===== src/rtl/mips_ctrl_pkg.sv =====
// rtl/mips_ctrl_pkg.sv - shared encodings for the multi-cycle MIPS control sequencer
//
// Holds the opcode constants, the 4-bit sequencer state enumeration, the
// opcode class enumeration, the ALUOp codes (single-cycle encoding) and the
// datapath mux select codes. imm_alu_op maps an I-type ALU opcode to its ALUOp.
package mips_ctrl_pkg;

    localparam logic [5:0] OP_RTYPE = 6'h00;
    localparam logic [5:0] OP_J     = 6'h02;
    localparam logic [5:0] OP_JAL   = 6'h03;
    localparam logic [5:0] OP_BEQ   = 6'h04;
    localparam logic [5:0] OP_BNE   = 6'h05;
    localparam logic [5:0] OP_ADDI  = 6'h08;
    localparam logic [5:0] OP_ANDI  = 6'h0c;
    localparam logic [5:0] OP_ORI   = 6'h0d;
    localparam logic [5:0] OP_LUI   = 6'h0f;
    localparam logic [5:0] OP_LW    = 6'h23;
    localparam logic [5:0] OP_SW    = 6'h2b;

    typedef enum logic [3:0] {
        IDLE      = 4'd0,
        FETCH     = 4'd1,
        DECODE    = 4'd2,
        MEM_ADDR  = 4'd3,
        MEM_READ  = 4'd4,
        MEM_WB    = 4'd5,
        MEM_WRITE = 4'd6,
        R_EXEC    = 4'd7,
        I_EXEC    = 4'd8,
        ALU_WB    = 4'd9,
        BRANCH    = 4'd10,
        JUMP      = 4'd11,
        JAL       = 4'd12
    } state_t;

    typedef enum logic [2:0] {
        CLS_MEM     = 3'd0,
        CLS_R       = 3'd1,
        CLS_IMM     = 3'd2,
        CLS_BR      = 3'd3,
        CLS_J       = 3'd4,
        CLS_JAL     = 3'd5,
        CLS_ILLEGAL = 3'd6
    } opClass_t;

    localparam logic [3:0] ALU_R    = 4'b0000;
    localparam logic [3:0] ALU_ADDI = 4'b0001;
    localparam logic [3:0] ALU_ORI  = 4'b0010;
    localparam logic [3:0] ALU_LUI  = 4'b0011;
    localparam logic [3:0] ALU_ANDI = 4'b0100;
    localparam logic [3:0] ALU_BEQ  = 4'b0101;
    localparam logic [3:0] ALU_BNE  = 4'b0110;
    localparam logic [3:0] ALU_ADD  = 4'b0111;
    localparam logic [3:0] ALU_SW   = 4'b1000;

    localparam logic [1:0] REGDST_RT = 2'b00;
    localparam logic [1:0] REGDST_RD = 2'b01;
    localparam logic [1:0] REGDST_RA = 2'b10;

    localparam logic [1:0] M2R_ALUOUT = 2'b00;
    localparam logic [1:0] M2R_MDR    = 2'b01;
    localparam logic [1:0] M2R_PC     = 2'b10;

    localparam logic [1:0] SRCB_RT    = 2'b00;
    localparam logic [1:0] SRCB_FOUR  = 2'b01;
    localparam logic [1:0] SRCB_IMM   = 2'b10;
    localparam logic [1:0] SRCB_IMMSH = 2'b11;

    localparam logic [1:0] PCSRC_ALU    = 2'b00;
    localparam logic [1:0] PCSRC_ALUOUT = 2'b01;
    localparam logic [1:0] PCSRC_JUMP   = 2'b10;

    function automatic logic [3:0] imm_alu_op(input logic [5:0] op);
        case (op)
            OP_ADDI: imm_alu_op = ALU_ADDI;
            OP_ORI:  imm_alu_op = ALU_ORI;
            OP_LUI:  imm_alu_op = ALU_LUI;
            OP_ANDI: imm_alu_op = ALU_ANDI;
            default: imm_alu_op = ALU_ADDI;
        endcase
    endfunction

endpackage


===== src/rtl/opcode_class.sv =====
// rtl/opcode_class.sv - combinational opcode to instruction-class decode
//
// Ports:
//   OP       in  6  opcode
//   opClass  out 3  opClass_t code (MEM, R, IMM, BR, J, JAL, ILLEGAL)
module opcode_class
    import mips_ctrl_pkg::*;
(
    input  logic [5:0] OP,
    output logic [2:0] opClass
);

    always_comb begin
        opClass = CLS_ILLEGAL;
        case (OP)
            OP_LW, OP_SW:                     opClass = CLS_MEM;
            OP_RTYPE:                         opClass = CLS_R;
            OP_ADDI, OP_ORI, OP_LUI, OP_ANDI: opClass = CLS_IMM;
            OP_BEQ, OP_BNE:                   opClass = CLS_BR;
            OP_J:                             opClass = CLS_J;
            OP_JAL:                           opClass = CLS_JAL;
            default:                          opClass = CLS_ILLEGAL;
        endcase
    end

endmodule


===== src/rtl/multicycle_control.sv =====
// rtl/multicycle_control.sv - Moore sequencer driving the multi-cycle MIPS datapath
//
// Optional feature macro: MULTICYCLE_CTRL_MEM_WAIT_EN adds the mem_ready port;
// FETCH, MEM_READ and MEM_WRITE then hold until mem_ready=1.
//
// Ports:
//   clk, reset (async active-low), OP (opcode, sampled in DECODE),
//   mem_ready (wait build only),
//   PCWrite, BranchEQ, BranchNE, IorD, MemRead, MemWrite, IRWrite,
//   RegDst[1:0], MemtoReg[1:0], RegWrite, ALUSrcA, ALUSrcB[1:0],
//   PCSource[1:0], ALUOp[3:0], instr_done, illegal_op, state[3:0] (debug)
module multicycle_control
    import mips_ctrl_pkg::*;
(
    input  logic       clk,
    input  logic       reset,
    input  logic [5:0] OP,
`ifdef MULTICYCLE_CTRL_MEM_WAIT_EN
    input  logic       mem_ready,
`endif
    output logic       PCWrite,
    output logic       BranchEQ,
    output logic       BranchNE,
    output logic       IorD,
    output logic       MemRead,
    output logic       MemWrite,
    output logic       IRWrite,
    output logic [1:0] RegDst,
    output logic [1:0] MemtoReg,
    output logic       RegWrite,
    output logic       ALUSrcA,
    output logic [1:0] ALUSrcB,
    output logic [1:0] PCSource,
    output logic [3:0] ALUOp,
    output logic       instr_done,
    output logic       illegal_op,
    output logic [3:0] state
);

    state_t     cur;
    state_t     nxt;
    logic [5:0] op_q;
    logic [2:0] opCls;
    logic       memOk;

`ifdef MULTICYCLE_CTRL_MEM_WAIT_EN
    assign memOk = mem_ready;
`else
    assign memOk = 1'b1;
`endif

    opcode_class u_opcode_class (
        .OP      (OP),
        .opClass (opCls)
    );

    always_ff @(posedge clk or negedge reset) begin
        if (!reset) begin
            cur  <= IDLE;
            op_q <= 6'h00;
        end else begin
            cur <= nxt;
            if (cur == DECODE) begin
                op_q <= OP;
            end
        end
    end

    always_comb begin
        nxt        = cur;
        PCWrite    = 1'b0;
        BranchEQ   = 1'b0;
        BranchNE   = 1'b0;
        IorD       = 1'b0;
        MemRead    = 1'b0;
        MemWrite   = 1'b0;
        IRWrite    = 1'b0;
        RegDst     = REGDST_RT;
        MemtoReg   = M2R_ALUOUT;
        RegWrite   = 1'b0;
        ALUSrcA    = 1'b0;
        ALUSrcB    = SRCB_RT;
        PCSource   = PCSRC_ALU;
        ALUOp      = ALU_R;
        instr_done = 1'b0;
        illegal_op = 1'b0;
        case (cur)
            IDLE: nxt = FETCH;
            FETCH: begin
                // The memory read is held for the whole wait; the IR and PC
                // only load in the cycle the data is actually valid.
                MemRead = 1'b1;
                IRWrite = memOk;
                PCWrite = memOk;
                ALUSrcB = SRCB_FOUR;
                ALUOp   = ALU_ADD;
                nxt     = memOk ? DECODE : FETCH;
            end
            DECODE: begin
                // PC + (imm << 2) lands in ALUOut for a possible branch.
                ALUSrcB = SRCB_IMMSH;
                ALUOp   = ALU_ADD;
                case (opCls)
                    CLS_MEM: nxt = MEM_ADDR;
                    CLS_R:   nxt = R_EXEC;
                    CLS_IMM: nxt = I_EXEC;
                    CLS_BR:  nxt = BRANCH;
                    CLS_J:   nxt = JUMP;
                    CLS_JAL: nxt = JAL;
                    default: begin
                        nxt        = FETCH;
                        illegal_op = 1'b1;
                        instr_done = 1'b1;
                    end
                endcase
            end
            MEM_ADDR: begin
                ALUSrcA = 1'b1;
                ALUSrcB = SRCB_IMM;
                ALUOp   = ALU_ADD;
                nxt     = (op_q == OP_SW) ? MEM_WRITE : MEM_READ;
            end
            MEM_READ: begin
                IorD    = 1'b1;
                MemRead = 1'b1;
                nxt     = memOk ? MEM_WB : MEM_READ;
            end
            MEM_WB: begin
                MemtoReg   = M2R_MDR;
                RegWrite   = 1'b1;
                instr_done = 1'b1;
                nxt        = FETCH;
            end
            MEM_WRITE: begin
                IorD       = 1'b1;
                MemWrite   = 1'b1;
                instr_done = memOk;
                nxt        = memOk ? FETCH : MEM_WRITE;
            end
            R_EXEC: begin
                ALUSrcA = 1'b1;
                ALUOp   = ALU_R;
                nxt     = ALU_WB;
            end
            I_EXEC: begin
                ALUSrcA = 1'b1;
                ALUSrcB = SRCB_IMM;
                ALUOp   = imm_alu_op(op_q);
                nxt     = ALU_WB;
            end
            ALU_WB: begin
                RegDst     = (op_q == OP_RTYPE) ? REGDST_RD : REGDST_RT;
                RegWrite   = 1'b1;
                instr_done = 1'b1;
                nxt        = FETCH;
            end
            BRANCH: begin
                ALUSrcA    = 1'b1;
                PCSource   = PCSRC_ALUOUT;
                instr_done = 1'b1;
                if (op_q == OP_BNE) begin
                    ALUOp    = ALU_BNE;
                    BranchNE = 1'b1;
                end else begin
                    ALUOp    = ALU_BEQ;
                    BranchEQ = 1'b1;
                end
                nxt = FETCH;
            end
            JUMP: begin
                PCSource   = PCSRC_JUMP;
                PCWrite    = 1'b1;
                instr_done = 1'b1;
                nxt        = FETCH;
            end
            JAL: begin
                // Register file writes PC+4 (current PC) on the same edge the PC loads.
                PCSource   = PCSRC_JUMP;
                PCWrite    = 1'b1;
                RegDst     = REGDST_RA;
                MemtoReg   = M2R_PC;
                RegWrite   = 1'b1;
                instr_done = 1'b1;
                nxt        = FETCH;
            end
            default: nxt = IDLE;
        endcase
    end

    assign state = cur;

endmodule

===== config.mk =====
export PLATFORM = sky130hd
export DESIGN_NAME = multicycle_control
export DESIGN_NICKNAME = d
export VERILOG_FILES = /design/src/rtl/mips_ctrl_pkg.sv /design/src/rtl/opcode_class.sv /design/src/rtl/multicycle_control.sv
export SDC_FILE = /design/constraint.sdc
export NUM_CORES = 1
export LEC_CHECK = 0
export ABC_AREA = 1
export BUFFER_PORTS_ARGS = -buffer_cell sky130_fd_sc_hd__buf_2
export CORE_UTILIZATION = 52
export DETAILED_ROUTE_END_ITERATION = 10
export PLACE_DENSITY_LB_ADDON = 0.15
export SETUP_SLACK_MARGIN = 0.5
export SLEW_MARGIN = 20
export SYNTH_ARGS = -nofsm -noshare
export SYNTH_HDL_FRONTEND = slang
export SYNTH_SLANG_ARGS = --single-unit
export TNS_END_PERCENT = 20

===== constraint.sdc =====
create_clock -name clk -period 2.4 [get_ports clk]
set_clock_uncertainty 0.1 [all_clocks]
set_input_delay 0.24 -clock clk [delete_from_list [all_inputs] [get_ports clk]]
set_output_delay 0.24 -clock clk [all_outputs]
set_load 0.005 [all_outputs]

==> impl_metrics.toml <==
[power]
power_mw = 1.326
peakVddDrop_mv = 0.5486
power_per_cell_area_nw_per_um2 = 1035
p_leak_nw = 0.8100

[job]
maxCapViolCount = 0

[placement]
placed_cells = 212
portBuffers = 33
place_congestion = 0.9318
post-dp-hpwl_um = 1867

[cells_and_area]
layout.cells.non_filler = 221
diodes = 0
syn_to_final_growth_pct = 36.53
drive_gt1_share_pct = 41.62
final_common_cell = "nand2_1"
final_nets = 207
layout_common_cells = "nand2_1, buf_2, inv_1, nor2_1, nand3_1"

[logic_synthesis]
synth_edf_count = 0
syn_inst = 157
synth_seq_cells = 10
synth_nets = 166
synth.distinct_cells = 23
mappedNetlistArea_um2 = 938.4
ys_seq_area_share_pct = 26.67
ys_warn_count = 0
avgSynthCellArea_um2 = 5.977
async_reset_ff_share_pct = 100.0
ys.flop_type = "dfrtp_1"

[detailed_routing]
drc = 0
first_iter_violations = 37
wl_per_cell_um = 11.84
vias = 1161
vias_per_cell = 5.253
drtPass1Iterations = 4
routed_wl_um = 2616
drtAntennaViolNets = 0

[cts]
cts_buffers = 3
cts.clk_slew.worst_paths_ns = 0.07
cts-root-buf = "clkbuf_4"
cts_sinks = 10
clock_latency_ns = 0.27
cts_max_level = 1
clock_path_buffers = 2
cts_tree = "built"

[outcome]
status = "complete, no violations"

[setup_path]
worst_ep_arrival_time_ns = 1.60
cp_cell_sequence = "buf_2 > nor2_4 > nand2_1 > nor2_1 > a21oi_2 > ha_2 > nand3_4 > nand3_2 > nand2_2 > nand3_1 > buf_2"
critPathKind = "input pin to output pin"
max_stage_delay_ns = 0.23
start_kind = "input pin"
cp_common_cell = "buf_2"
cp-end-kind = "output pin"
slowest_stage = "ha_2"
path_max_fanout = 5
required_ns = 2.06

[global_routing]
antenna_found_initial = 0
grt_max_degree = 15
grt-ovfl-total = 0
grt_pass1_wl_um = 3677
grt_usage_pct = 25.04
grt_pass1_vias = 906

[min_path]
holdCritPathClass = "input pin to register"

[die]
rows = 14
die_y_um = 44.48
dieArea_um2 = 1978
coreArea_um2 = 1594
dieWidth_um = 44.48
initial_utilization_pct = 58.87
io_pins = 35

[sta]
setup_viol = 0
min_period_ns = 1.936
rsz0062_at_grt = "yes"
period_share_pct = 80.68
slew_violations = 0
max_freq_mhz = 516.5
hold_violations = 0
tns_ns = 0
critical path: cells and delay by family:
family / cells / cell delay [ns]
AOI/OAI and AO/OA: 1 / 0.09
buffers and inverters: 2 / 0.27
and+or+nand+nor: 7 / 0.77
adders and majority gates: 1 / 0.23
area by class of cell:
cell class	count	area [um^2]
Fill cell	129	312.8
Tap cell	24	30.03
Timing Repair Buffer	38	205.2
Inverter	31	118.9
Clock buffer	4	36.28
Sequential cell	10	255.2
Multi-Input combinational cell	114	635.6
metal layers:
layer	GRT usage, %	routed length (um)	vias up	part of all wire, %
met3	1.224	143	6	5.5
met1	30.85	1036	517	40
met2	45.00	1395	67	53
li1	-	-	571	-
met5	0	0	-	0
met4	10.91	40	0	1.5
sequential cells by signal (all words and copies together), names as in the netlist:
register / cells
state: 4
op_q: 6
power breakdown:
group / switching, mW / internal [mW]
logic: 0.467 / 0.338
registers: 0.118 / 0.251
clock network: 0.0608 / 0.0922
synth_stat cells (5+ instances only):
cell,n,area share [%]
nand2_1,42,17
inv_1,26,10
nor2_1,18,7.2
nand3_1,13,6.9
dfrtp_1,10,27
nand2_2,7,4.7
nor2_2,7,4.7
o21ai_1,6,3.2
inv_2,5,2.0
nand4_1,5,3.3
metrics by stage:
stage | setup WS [ns] | hold slack [ns] | util (%) | area [um^2]
after floorplan | 0.8340 | -0.1556 | - | 938.4
after global placement | 0.5397 | 0.004055 | 70.33 | 1121
after detailed placement | 0.4524 | 0.007464 | 70.33 | 1121
after CTS | 0.5132 | 0.1592 | 74.18 | 1182
after global routing | 0.3783 | 0.1698 | 80.38 | 1281
final | 0.4637 | 0.1629 | 80.38 | 1281
cells by family after synthesis:
family	share of synthesized area (%)
AO/OA/AOI/OAI	8.533
adder cells (fa/ha/maj)	1.333
buffers and inverters	13.73
flip-flops	26.67
other	0.3996
AND/OR/NAND/NOR	49.33
worst paths after layout:
path | slack [ns] | endpoint | depth (start not counted) | start
max | 0.46 | instr_done | 11 | OP[5]
min | 0.16 | op_q[4]$_DFFE_PN0P_ | 3 | OP[4]
max reg2reg | 0.90 | state[1]$_DFF_PN0_ | 5 | state[2]$_DFF_PN0_
min reg2reg | 0.44 | op_q[4]$_DFFE_PN0P_ | 2 | op_q[4]$_DFFE_PN0P_
max in group asynchronous | 1.75 | state[2]$_DFF_PN0_ | 2 | reset
min in group asynchronous | 0.25 | op_q[3]$_DFFE_PN0P_ | 2 | reset
repair_timing:
| item | in CTS | in global routing |
|---|---|---|
| endpoints found under the setup margin | 2 | 9 |
| endpoints found under the hold margin | 10 | 0 |
| gates resized for setup | 3 | 22 |
| hold buffers | 1 | 0 |
| pin swaps | 0 | 6 |
| setup buffers | 0 | 4 |
No activity file was read; power rests on OpenSTA's default activity.
